[config.mk]
export PLATFORM = sky130hd
export DESIGN_NAME = crc8_serial
export DESIGN_NICKNAME = d
export VERILOG_FILES = /design/src/rtl/bist_pkg.sv /design/src/rtl/crc8_serial.sv
export SDC_FILE = /design/constraint.sdc
export NUM_CORES = 1
export LEC_CHECK = 0
export BUFFER_PORTS_ARGS = -buffer_cell sky130_fd_sc_hd__buf_4
export CAP_MARGIN = 20
export CORE_AREA = 2 2 39 41
export CTS_CLUSTER_SIZE = 12
export DETAILED_ROUTE_END_ITERATION = 10
export DIE_AREA = 0 0 41 43
export GPL_TIMING_DRIVEN = 0
export PLACE_DENSITY = 0.68
export SETUP_SLACK_MARGIN = 0.5
export SLEW_MARGIN = 20
export SYNTH_ARGS = -nofsm -noshare
export SYNTH_HDL_FRONTEND = slang
export SYNTH_SLANG_ARGS = --single-unit
[constraint.sdc]
create_clock -name clk_i -period 2.25 [get_ports clk_i]
set_input_delay 0.45 -clock clk_i [delete_from_list [all_inputs] [get_ports clk_i]]
set_output_delay 0.45 -clock clk_i [all_outputs]
set_load 0.02 [all_outputs]
[src/rtl/bist_pkg.sv]
// rtl/bist_pkg.sv - shared types and constants for the BIST response path
package bist_pkg;

  typedef enum logic [1:0] {
    IDLE  = 2'd0,
    SHIFT = 2'd1,
    CHECK = 2'd2
  } state_e;

  localparam logic [7:0] CRC8_POLY_DEFAULT = 8'h07;
  localparam int DATA_W    = 16;
  localparam int SIG_W     = 8;
  localparam int CNT_W     = 9;
  localparam int BIT_CNT_W = 4;

endpackage

[src/rtl/crc8_serial.sv]
// rtl/crc8_serial.sv - bit-serial CRC-8 register, MSB-first, load has priority over shift
module crc8_serial
  import bist_pkg::*;
#(
  parameter logic [SIG_W-1:0] POLY      = CRC8_POLY_DEFAULT,
  parameter logic [SIG_W-1:0] RESET_VAL = 8'h00
) (
  input  logic             clk_i,
  input  logic             rst_i,
  input  logic             en,
  input  logic             load,
  input  logic [SIG_W-1:0] seed,
  input  logic             data_bit,
  output logic [SIG_W-1:0] crc
);

  logic fb;

  assign fb = crc[SIG_W-1] ^ data_bit;

  always_ff @(posedge clk_i or posedge rst_i) begin
    if (rst_i) begin
      crc <= RESET_VAL;
    end else if (load) begin
      crc <= seed;
    end else if (en) begin
      crc <= {crc[SIG_W-2:0], 1'b0} ^ (fb ? POLY : '0);
    end
  end

endmodule

# After elaboration in Yosys (flattened, before gate mapping)

Index checks and enable logic that the tools add are counted.

Flip-flop bits (word level): 8
Input port bits: 13
Output and inout bits: 8
Word-level logic and storage cells: 7

Muxes and demuxes: 3
Bitwise gates (word level): 2
Reductions and logical operators: 1

Operators with widths:

| cell                                 | count |
|---|---|
| 8-bit 2-to-1 mux                     | 2 |
| 8-bit by 3-bit XOR with 8-bit output | 1 |
| 3-bit 2-to-1 mux                     | 1 |
| 2-bit nonzero test                   | 1 |
| 1-bit XOR                            | 1 |

# Longest topological paths before layout

Gate-level depths: netlist of the first run.

Depth after elaboration: 5
Depth in mapped cells: 4
Mapped depth without buffers: 3

# Worst setup path after synthesis of the first run

No wires, ideal clock.

Kind: register to register
Start: reg crc[7]
End: reg crc[0]
Library setup time: 0.118 ns
Arrival: 0.964 ns
Slack: 1.168 ns
Stages on the path, launching flop included: 4
Buffers on the path: 0
Clock period less this slack: 1.082 ns
Cell sequence: dfrtp_1 xnor2_2 a211oi_1 a21o_1

Longest elaborated chain between the ends: 5

Ends and longest elaborated chain:

| item                                 | RTL line          | RTL |
|---|---|---|
| start: declaration                   | crc8_serial.sv:14 | `output logic [SIG_W-1:0] crc` |
| start signal: assignment             | crc8_serial.sv:27 | `crc <= {crc[SIG_W-2:0], 1'b0} ^ (fb ? POLY : '0);` |
| 1-bit XOR                            | crc8_serial.sv:19 | `assign fb = crc[SIG_W-1] ^ data_bit;` |
| 3-bit 2-to-1 mux                     | crc8_serial.sv:27 |  |
| 8-bit by 3-bit XOR with 8-bit output | crc8_serial.sv:27 |  |
| 8-bit 2-to-1 mux                     | crc8_serial.sv:26 | `end else if (en) begin` |
| 8-bit 2-to-1 mux                     | crc8_serial.sv:24 | `end else if (load) begin` |

Every way passes these cells. The select of a mux whose other input is x is not followed.
A chain may end at the register's enable or synchronous reset.

# Worst setup path after layout of the first run

Start: reg crc[7]
End: out crc[7]

No word-level cell between the ends.

==> impl_metrics.prom, run 1 <==
# TYPE chip_impl_metric gauge
chip_impl_metric{name="netlist_area",unit="um^2"} 424
chip_impl_metric{name="path_buf_inv",unit=""} 1
chip_impl_metric{name="setup_viol_count_final",unit=""} 0
chip_impl_metric{name="critical_path.max_fanout",unit=""} 3
chip_impl_metric{name="largest_net_degree_at_the_start_of_global_routing",unit=""} 11
chip_impl_metric{name="critical_path.max_stage_delay",unit="ps"} 420
chip_impl_metric{name="max_h_tree_level",unit=""} 1
chip_impl_metric{name="route.final.wire_length",unit="um"} 922
chip_impl_metric{name="maxSlewViolCount",unit=""} 0
chip_impl_metric{name="port_buffers",unit=""} 19
chip_impl_metric{name="floorplan.die.height",unit="um"} 43
chip_impl_info{name="tritoncts",value="yes"} 1
chip_impl_metric{name="synth.top_cell.area_share",unit="%"} 47.2
chip_impl_metric{name="drt_first_iter_violations",unit=""} 2
chip_impl_info{name="yosys_most_used_dff",value="dfrtp_1"} 1
chip_impl_info{name="worst_setup_path_start_kind",value="flip-flop"} 1
chip_impl_metric{name="crit_required",unit="ps"} 1800
chip_impl_info{name="worst_path_max_delay_cell",value="dfrtp_1"} 1
chip_impl_metric{name="post_synth.cell_area_avg",unit="um^2"} 10.3
chip_impl_metric{name="worstPathArrival",unit="ps"} 850
chip_impl_metric{name="setup_skew_after_layout",unit="ps"} 5.34
chip_impl_metric{name="finish.net_count",unit=""} 78
chip_impl_metric{name="power.clock.fraction",unit="%"} 27.9
chip_impl_metric{name="period_needed",unit="ps"} 1300
chip_impl_metric{name="clkTransAtPathRegs",unit="ps"} 60
chip_impl_metric{name="synth.ff_latch_count",unit=""} 8
chip_impl_metric{name="number_of_i_o_pins",unit=""} 21
chip_impl_metric{name="pre_cts_ws",unit="ps"} 1070
chip_impl_metric{name="maxCapViolCount",unit=""} 0
chip_impl_metric{name="tritoncts_num_sinks",unit=""} 8
chip_impl_metric{name="drc",unit=""} 0
chip_impl_metric{name="seq_power_share",unit="%"} 44.4
chip_impl_info{name="outcome",value="complete, no violations"} 1
chip_impl_metric{name="global_route_overflow",unit=""} 0
chip_impl_metric{name="post-route-period-util",unit="%"} 57.7
chip_impl_info{name="timing.critical_path.to_type",value="output port"} 1
chip_impl_metric{name="internal-power",unit="mW"} 0.277
chip_impl_info{name="worst-setup-path-type",value="reg2out"} 1
chip_impl_metric{name="cts_resized",unit=""} 0
chip_impl_metric{name="insertedDiodeCount",unit=""} 0
chip_impl_metric{name="syn-num-nets",unit=""} 54
chip_impl_metric{name="async_reset_ff_share",unit="%"} 100
chip_impl_metric{name="worst_margin_slew",unit="ps"} 387
chip_impl_metric{name="floorplan.core_area",unit="um^2"} 1380
chip_impl_metric{name="post_cts_buffers",unit=""} 0
chip_impl_metric{name="ys_types",unit=""} 17
chip_impl_metric{name="drt_pre_antenna_iters",unit=""} 3
chip_impl_metric{name="routed_wire_length_per_instance",unit="um"} 11.7
chip_impl_metric{name="insertion_delay",unit="ps"} 250
chip_impl_metric{name="cts_buffer_depth",unit=""} 2
chip_impl_metric{name="layout.cell_area.non_filler",unit="um^2"} 609
chip_impl_metric{name="final_antenna_net_count",unit=""} 0
chip_impl_info{name="synth_top_area_cell",value="dfrtp_1"} 1
chip_impl_metric{name="die_area",unit="um^2"} 1760
chip_impl_metric{name="synth_enable_flop_cells",unit=""} 0
chip_impl_info{name="synth_common_cells",value="dfrtp_1, mux2i_1, nand2_1, o21ai_0"} 1
chip_impl_metric{name="power_frac_comb",unit="%"} 27.7
chip_impl_info{name="synthTopCellsByArea",value="dfrtp_1, mux2i_1, o21ai_0"} 1
chip_impl_metric{name="placementRows",unit=""} 14
chip_impl_metric{name="power_density",unit="nW/um^2"} 649
chip_impl_metric{name="totalNegativeSetupSlack",unit="ps"} 0
chip_impl_metric{name="sw_frac_of_total",unit="%"} 30.0
chip_impl_metric{name="placed_cell_area",unit="um^2"} 587
chip_impl_metric{name="first_global_vias",unit=""} 359
chip_impl_metric{name="worst_slew_margin_rel",unit="%"} 74.2
chip_impl_metric{name="postLayoutSetupSlackWorst",unit="ps"} 953
chip_impl_info{name="timing.hold.worst.class",value="in2async"} 1
chip_impl_metric{name="hpwl",unit="um"} 682
chip_impl_info{name="layout_top_registers",value="crc x8"} 1
chip_impl_metric{name="cts.hold.buffers_added",unit=""} 0
chip_impl_info{name="path_cells",value="buf_4"} 1
chip_impl_info{name="post-synth-top-count-cell",value="dfrtp_1"} 1
chip_impl_metric{name="vias_per_cell",unit=""} 4.75
chip_impl_metric{name="grt_antenna_before_repair",unit=""} 0
chip_impl_metric{name="ir_worst_vdd",unit="mV"} 0.220
chip_impl_metric{name="start_util",unit="%"} 30.7
chip_impl_metric{name="synthesis.yosys.warnings",unit=""} 0
chip_impl_metric{name="max_reg_flops",unit=""} 8
chip_impl_info{name="worst_path_dominant_cell_family",value="flip-flops"} 1
chip_impl_info{name="regMostFlops",value="crc"} 1
chip_impl_metric{name="switching_power",unit="mW"} 0.118
chip_impl_metric{name="drive_above_1_share",unit="%"} 39.7
chip_impl_info{name="clk_root_buffer_cell",value="clkbuf_4"} 1
chip_impl_metric{name="seq_area_frac_synth",unit="%"} 47.2
chip_impl_info{name="rsz0062_at_grt",value="false"} 1
chip_impl_metric{name="fillerInstances",unit=""} 150
chip_impl_metric{name="number_of_hold_violations_in_the_final_report",unit=""} 0
chip_impl_metric{name="syn_inst",unit=""} 41
chip_impl_metric{name="leakage_power_total",unit="nW"} 0.299
chip_impl_metric{name="power.total",unit="mW"} 0.395
chip_impl_metric{name="max_clock_freq",unit="MHz"} 771
chip_impl_metric{name="area_growth_syn_to_layout",unit="%"} 43.7
chip_impl_metric{name="routabilityCongestion",unit=""} 0.674
chip_impl_metric{name="groute.usage.overall",unit="%"} 12.0
chip_impl_metric{name="vias",unit=""} 375
chip_impl_metric{name="cts_made_buffers",unit=""} 3
chip_impl_metric{name="grt_first_pass_wirelength",unit="um"} 1410
chip_impl_metric{name="die_width",unit="um"} 41
-- cell type report --
class,count,area (um^2),share of cell area (%)
Tap cell,16,20.0,3.29
Inverter,1,3.75,0.616
Sequential cell,8,200,32.9
Clock buffer,3,22.5,3.70
Buffer,3,16.3,2.67
Multi-Input combinational cell,29,204,33.5
Timing Repair Buffer,19,143,23.4
-- layer usage --
| metal | GRT usage [%] | vias up | part of all wire [%] |
|---|---|---|---|
| li1 | - | 192 | - |
| met1 | 15.6 | 166 | 47 |
| met2 | 16.6 | 17 | 43 |
| met3 | 4.71 | 0 | 9.9 |
| met4 | 6.00 | 0 | 0 |
| met5 | 0 | - | 0 |
-- logic make-up (layout without fill, tap and decap cells) --
| kind of cell | count (synthesis) | in the layout | synth area share [%] |
|---|---|---|---|
| AOI/OAI and AO/OA | 9 | 9 | 11.8 |
| xor gates and xnor gates | 1 | 1 | 3.84 |
| buffers and inverters | 4 | 26 | 4.72 |
| DFF | 8 | 8 | 47.2 |
| muxes | 5 | 5 | 11.8 |
| and+or+nand+nor | 14 | 14 | 20.6 |
-- final timing paths --
path	from	endpoint	slack, ps	cells past startpoint
max reg2reg	crc[7]$_DFFE_PP0P_	crc[0]$_DFFE_PP0P_	1180	3
max	crc[7]$_DFFE_PP0P_	crc[7]	950	1
min	rst_i	crc[2]$_DFFE_PP0P_	150	2
min reg2reg	crc[6]$_DFFE_PP0P_	crc[7]$_DFFE_PP0P_	600	2
max in group asynchronous	rst_i	crc[4]$_DFFE_PP0P_	1860	2
min in group clk_i	seed[7]	crc[7]$_DFFE_PP0P_	400	3
-- power groups by stage --
stage | logic (mW) | registers [mW] | clock network, mW
2_1_floorplan | 0.0412 | 0.196 | 0
3_3_place_gp | 0.109 | 0.177 | 0
5_1_grt | 0.120 | 0.178 | 0.124
6_report | 0.110 | 0.176 | 0.110
4_1_cts | 0.111 | 0.176 | 0.115
3_5_place_dp | 0.111 | 0.178 | 0
-- metrics by stage --
step                util [%]  std cells  hold WS (ps)
floorplan                  -         41           266
global placement        42.4         76           423
detailed placement      42.4         76           427
CTS                     44.0         79           154
global route            44.0         79           177
finish                  44.0         79           147
-- placed cells by master, fill, tap and decap left out --
master / netlist / routed
nor4b_1: 2 / 2
clkbuf_4: 0 / 3
a21oi_1: 2 / 2
nand3b_1: 2 / 2
inv_1: 1 / 1
buf_4: 1 / 20
nor2_1: 1 / 1
clkbuf_1: 1 / 1
o21ai_0: 5 / 5
a211oi_1: 1 / 1
nand2_1: 5 / 5
buf_2: 1 / 1
dfrtp_1: 8 / 8
nand4b_1: 2 / 2
xnor2_2: 1 / 1
a21o_1: 1 / 1
nor3b_1: 2 / 2
mux2i_1: 5 / 5
Power figures use the tool's default switching activity.
==> inputs of run 2 (changes only) <==
==> constraint.sdc (replaced) <==
create_clock -name clk_i -period 1.35 [get_ports clk_i]
set_input_delay 0.27 -clock clk_i [delete_from_list [all_inputs] [get_ports clk_i]]
set_output_delay 0.27 -clock clk_i [all_outputs]
set_load 0.02 [all_outputs]
==> run 2 against run 1 <==
Cell count grew 13%. Wire length up 9.2%. Sequential power up 66%. Worst setup slack got worse by 700 ps. First-iteration DRC count shrank 50%. Register-to-register slack worse by 920 ps. Sequential cell count is the same. Critical path depth did not move. Non-clock buffer count grew 9. Power rose by 93%. Sequential share of layout area is 6.1 points lower. Critical endpoint unchanged. Largest cell class is now non-clock buffers. Highest routed layer unchanged.
==> impl_metrics.prom, run 2 (synthesis gave the netlist of run 1 again) <==
# TYPE chip_impl_metric gauge
chip_impl_info{name="layout.cells.most_common_list",value="buf_4, buf_6, dfrtp_1"} 1
chip_impl_info{name="worst_setup_path_start_kind",value="flip-flop"} 1
chip_impl_metric{name="drive_above_1_share",unit="%"} 50.7
chip_impl_metric{name="critical_path.max_fanout",unit=""} 3
chip_impl_metric{name="setup_skew_after_layout",unit="ps"} 6.92
chip_impl_metric{name="route.final.wire_length",unit="um"} 1010
chip_impl_metric{name="number_of_i_o_pins",unit=""} 21
chip_impl_metric{name="period_needed",unit="ps"} 1100
chip_impl_metric{name="worst_slew_margin_rel",unit="%"} 72.2
chip_impl_metric{name="finalCoreUtilization",unit="%"} 54.4
chip_impl_metric{name="first_global_vias",unit=""} 412
chip_impl_metric{name="crit_required",unit="ps"} 1080
chip_impl_metric{name="post-route-period-util",unit="%"} 81.2
chip_impl_metric{name="floorplan.core_area",unit="um^2"} 1380
chip_impl_info{name="outcome",value="complete, no violations"} 1
chip_impl_info{name="timing.hold.worst.class",value="in2reg"} 1
chip_impl_metric{name="routed_wire_length_per_instance",unit="um"} 11.3
chip_impl_metric{name="postLayoutSetupSlackWorst",unit="ps"} 254
chip_impl_info{name="worst-setup-path-type",value="reg2out"} 1
chip_impl_metric{name="largest_net_degree_at_the_start_of_global_routing",unit=""} 11
chip_impl_metric{name="number_of_hold_violations_in_the_final_report",unit=""} 0
chip_impl_metric{name="finish.cell_count_without_fillers",unit=""} 89
chip_impl_metric{name="placed_cell_area",unit="um^2"} 588
chip_impl_metric{name="numPlacedInstances",unit=""} 76
chip_impl_metric{name="routabilityCongestion",unit=""} 0.634
chip_impl_metric{name="critical_path.max_stage_delay",unit="ps"} 430
chip_impl_metric{name="area_growth_syn_to_layout",unit="%"} 77.6
chip_impl_metric{name="grt_antenna_before_repair",unit=""} 0
chip_impl_metric{name="max_h_tree_level",unit=""} 1
chip_impl_metric{name="vias_per_cell",unit=""} 4.65
chip_impl_info{name="worst_path_max_delay_cell",value="dfrtp_2"} 1
chip_impl_metric{name="layout.cell_area.non_filler",unit="um^2"} 753
chip_impl_metric{name="final.hold.worst_slack",unit="ps"} 221
chip_impl_metric{name="leakage_power_total",unit="nW"} 0.356
chip_impl_info{name="layout_top_registers",value="crc x8"} 1
chip_impl_metric{name="power.total",unit="mW"} 0.762
chip_impl_metric{name="maxSlewViolCount",unit=""} 0
chip_impl_metric{name="start_util",unit="%"} 30.7
chip_impl_metric{name="pre_cts_ws",unit="ps"} 318
chip_impl_metric{name="max_reg_flops",unit=""} 8
chip_impl_metric{name="cts_buffer_depth",unit=""} 2
chip_impl_metric{name="ir_worst_vdd",unit="mV"} 0.488
chip_impl_metric{name="finish.net_count",unit=""} 87
chip_impl_metric{name="totalNegativeSetupSlack",unit="ps"} 0
chip_impl_metric{name="worstPathArrival",unit="ps"} 830
chip_impl_metric{name="hpwl",unit="um"} 655
chip_impl_metric{name="drc",unit=""} 0
chip_impl_metric{name="die_area",unit="um^2"} 1760
chip_impl_metric{name="insertedDiodeCount",unit=""} 0
chip_impl_info{name="rsz0062_at_grt",value="true"} 1
chip_impl_metric{name="die_width",unit="um"} 41
chip_impl_metric{name="port_buffers",unit=""} 19
chip_impl_metric{name="power_density",unit="nW/um^2"} 1010
chip_impl_metric{name="tritoncts_num_sinks",unit=""} 8
chip_impl_metric{name="grt_first_pass_wirelength",unit="um"} 1640
chip_impl_metric{name="maxCapViolCount",unit=""} 0
chip_impl_metric{name="clkTransAtPathRegs",unit="ps"} 60
chip_impl_metric{name="cts_made_buffers",unit=""} 3
chip_impl_metric{name="placementRows",unit=""} 14
chip_impl_metric{name="groute.usage.overall",unit="%"} 13.7
chip_impl_metric{name="insertion_delay",unit="ps"} 250
chip_impl_metric{name="path_buf_inv",unit=""} 1
chip_impl_metric{name="worst_margin_slew",unit="ps"} 417
chip_impl_info{name="timing.critical_path.to_type",value="output port"} 1
chip_impl_info{name="regMostFlops",value="crc"} 1
chip_impl_metric{name="setup_viol_count_final",unit=""} 0
chip_impl_metric{name="drt_first_iter_violations",unit=""} 1
chip_impl_metric{name="drt_pre_antenna_iters",unit=""} 2
chip_impl_metric{name="global_route_overflow",unit=""} 0
chip_impl_info{name="tritoncts",value="yes"} 1
chip_impl_info{name="clk_root_buffer_cell",value="clkbuf_4"} 1
chip_impl_metric{name="floorplan.die.height",unit="um"} 43
chip_impl_metric{name="max_clock_freq",unit="MHz"} 912
chip_impl_info{name="path_cells",value="buf_6"} 1
chip_impl_metric{name="final_antenna_net_count",unit=""} 0
chip_impl_info{name="worst_path_dominant_cell_family",value="flip-flops"} 1
chip_impl_metric{name="vias",unit=""} 414
[run 2: area by class of cell]
class | instances | area [um^2]
buffer | 3 | 16.3
clock buffer | 4 | 26.3
fill | 139 | 631
inverter | 1 | 7.51
multi-input combinational | 29 | 216
sequential | 8 | 201
tap | 16 | 20.0
timing repair buffer | 28 | 265
[run 2: worst paths after layout]
check                           slack (ps)  depth (start not counted)               start            endpoint
worst max-delay path                   250                          1  crc[7]$_DFFE_PP0P_              crc[7]
min in group asynchronous              500                          3               rst_i  crc[1]$_DFFE_PP0P_
worst min register to register         620                          2  crc[7]$_DFFE_PP0P_  crc[7]$_DFFE_PP0P_
max in group asynchronous              680                          3               rst_i  crc[7]$_DFFE_PP0P_
worst max register to register         260                          3  crc[7]$_DFFE_PP0P_  crc[0]$_DFFE_PP0P_
worst min-delay path                   220                          2             seed[0]  crc[0]$_DFFE_PP0P_
[run 2: per-layer routing]
metal	global-route usage, %	wire, um
met1	17.7	431
met2	19.4	485
met3	4.19	90
met4	8.00	0
met5	0	0
[run 2: where the power goes]
part           total [mW]  internal, mW  switching, mW
clock               0.198         0.113         0.0852
combinational       0.271         0.158          0.113
sequential          0.293         0.268         0.0251
total               0.762         0.539          0.223
[run 2: repair_timing]
item | CTS | global route
hold buffers | 1 | 0
buffers inserted | 7 | 1
resized for setup | 10 | 12
setup endpoints to repair | 11 | 24
hold endpoints to repair | 8 | 0
pin swaps | 0 | 0
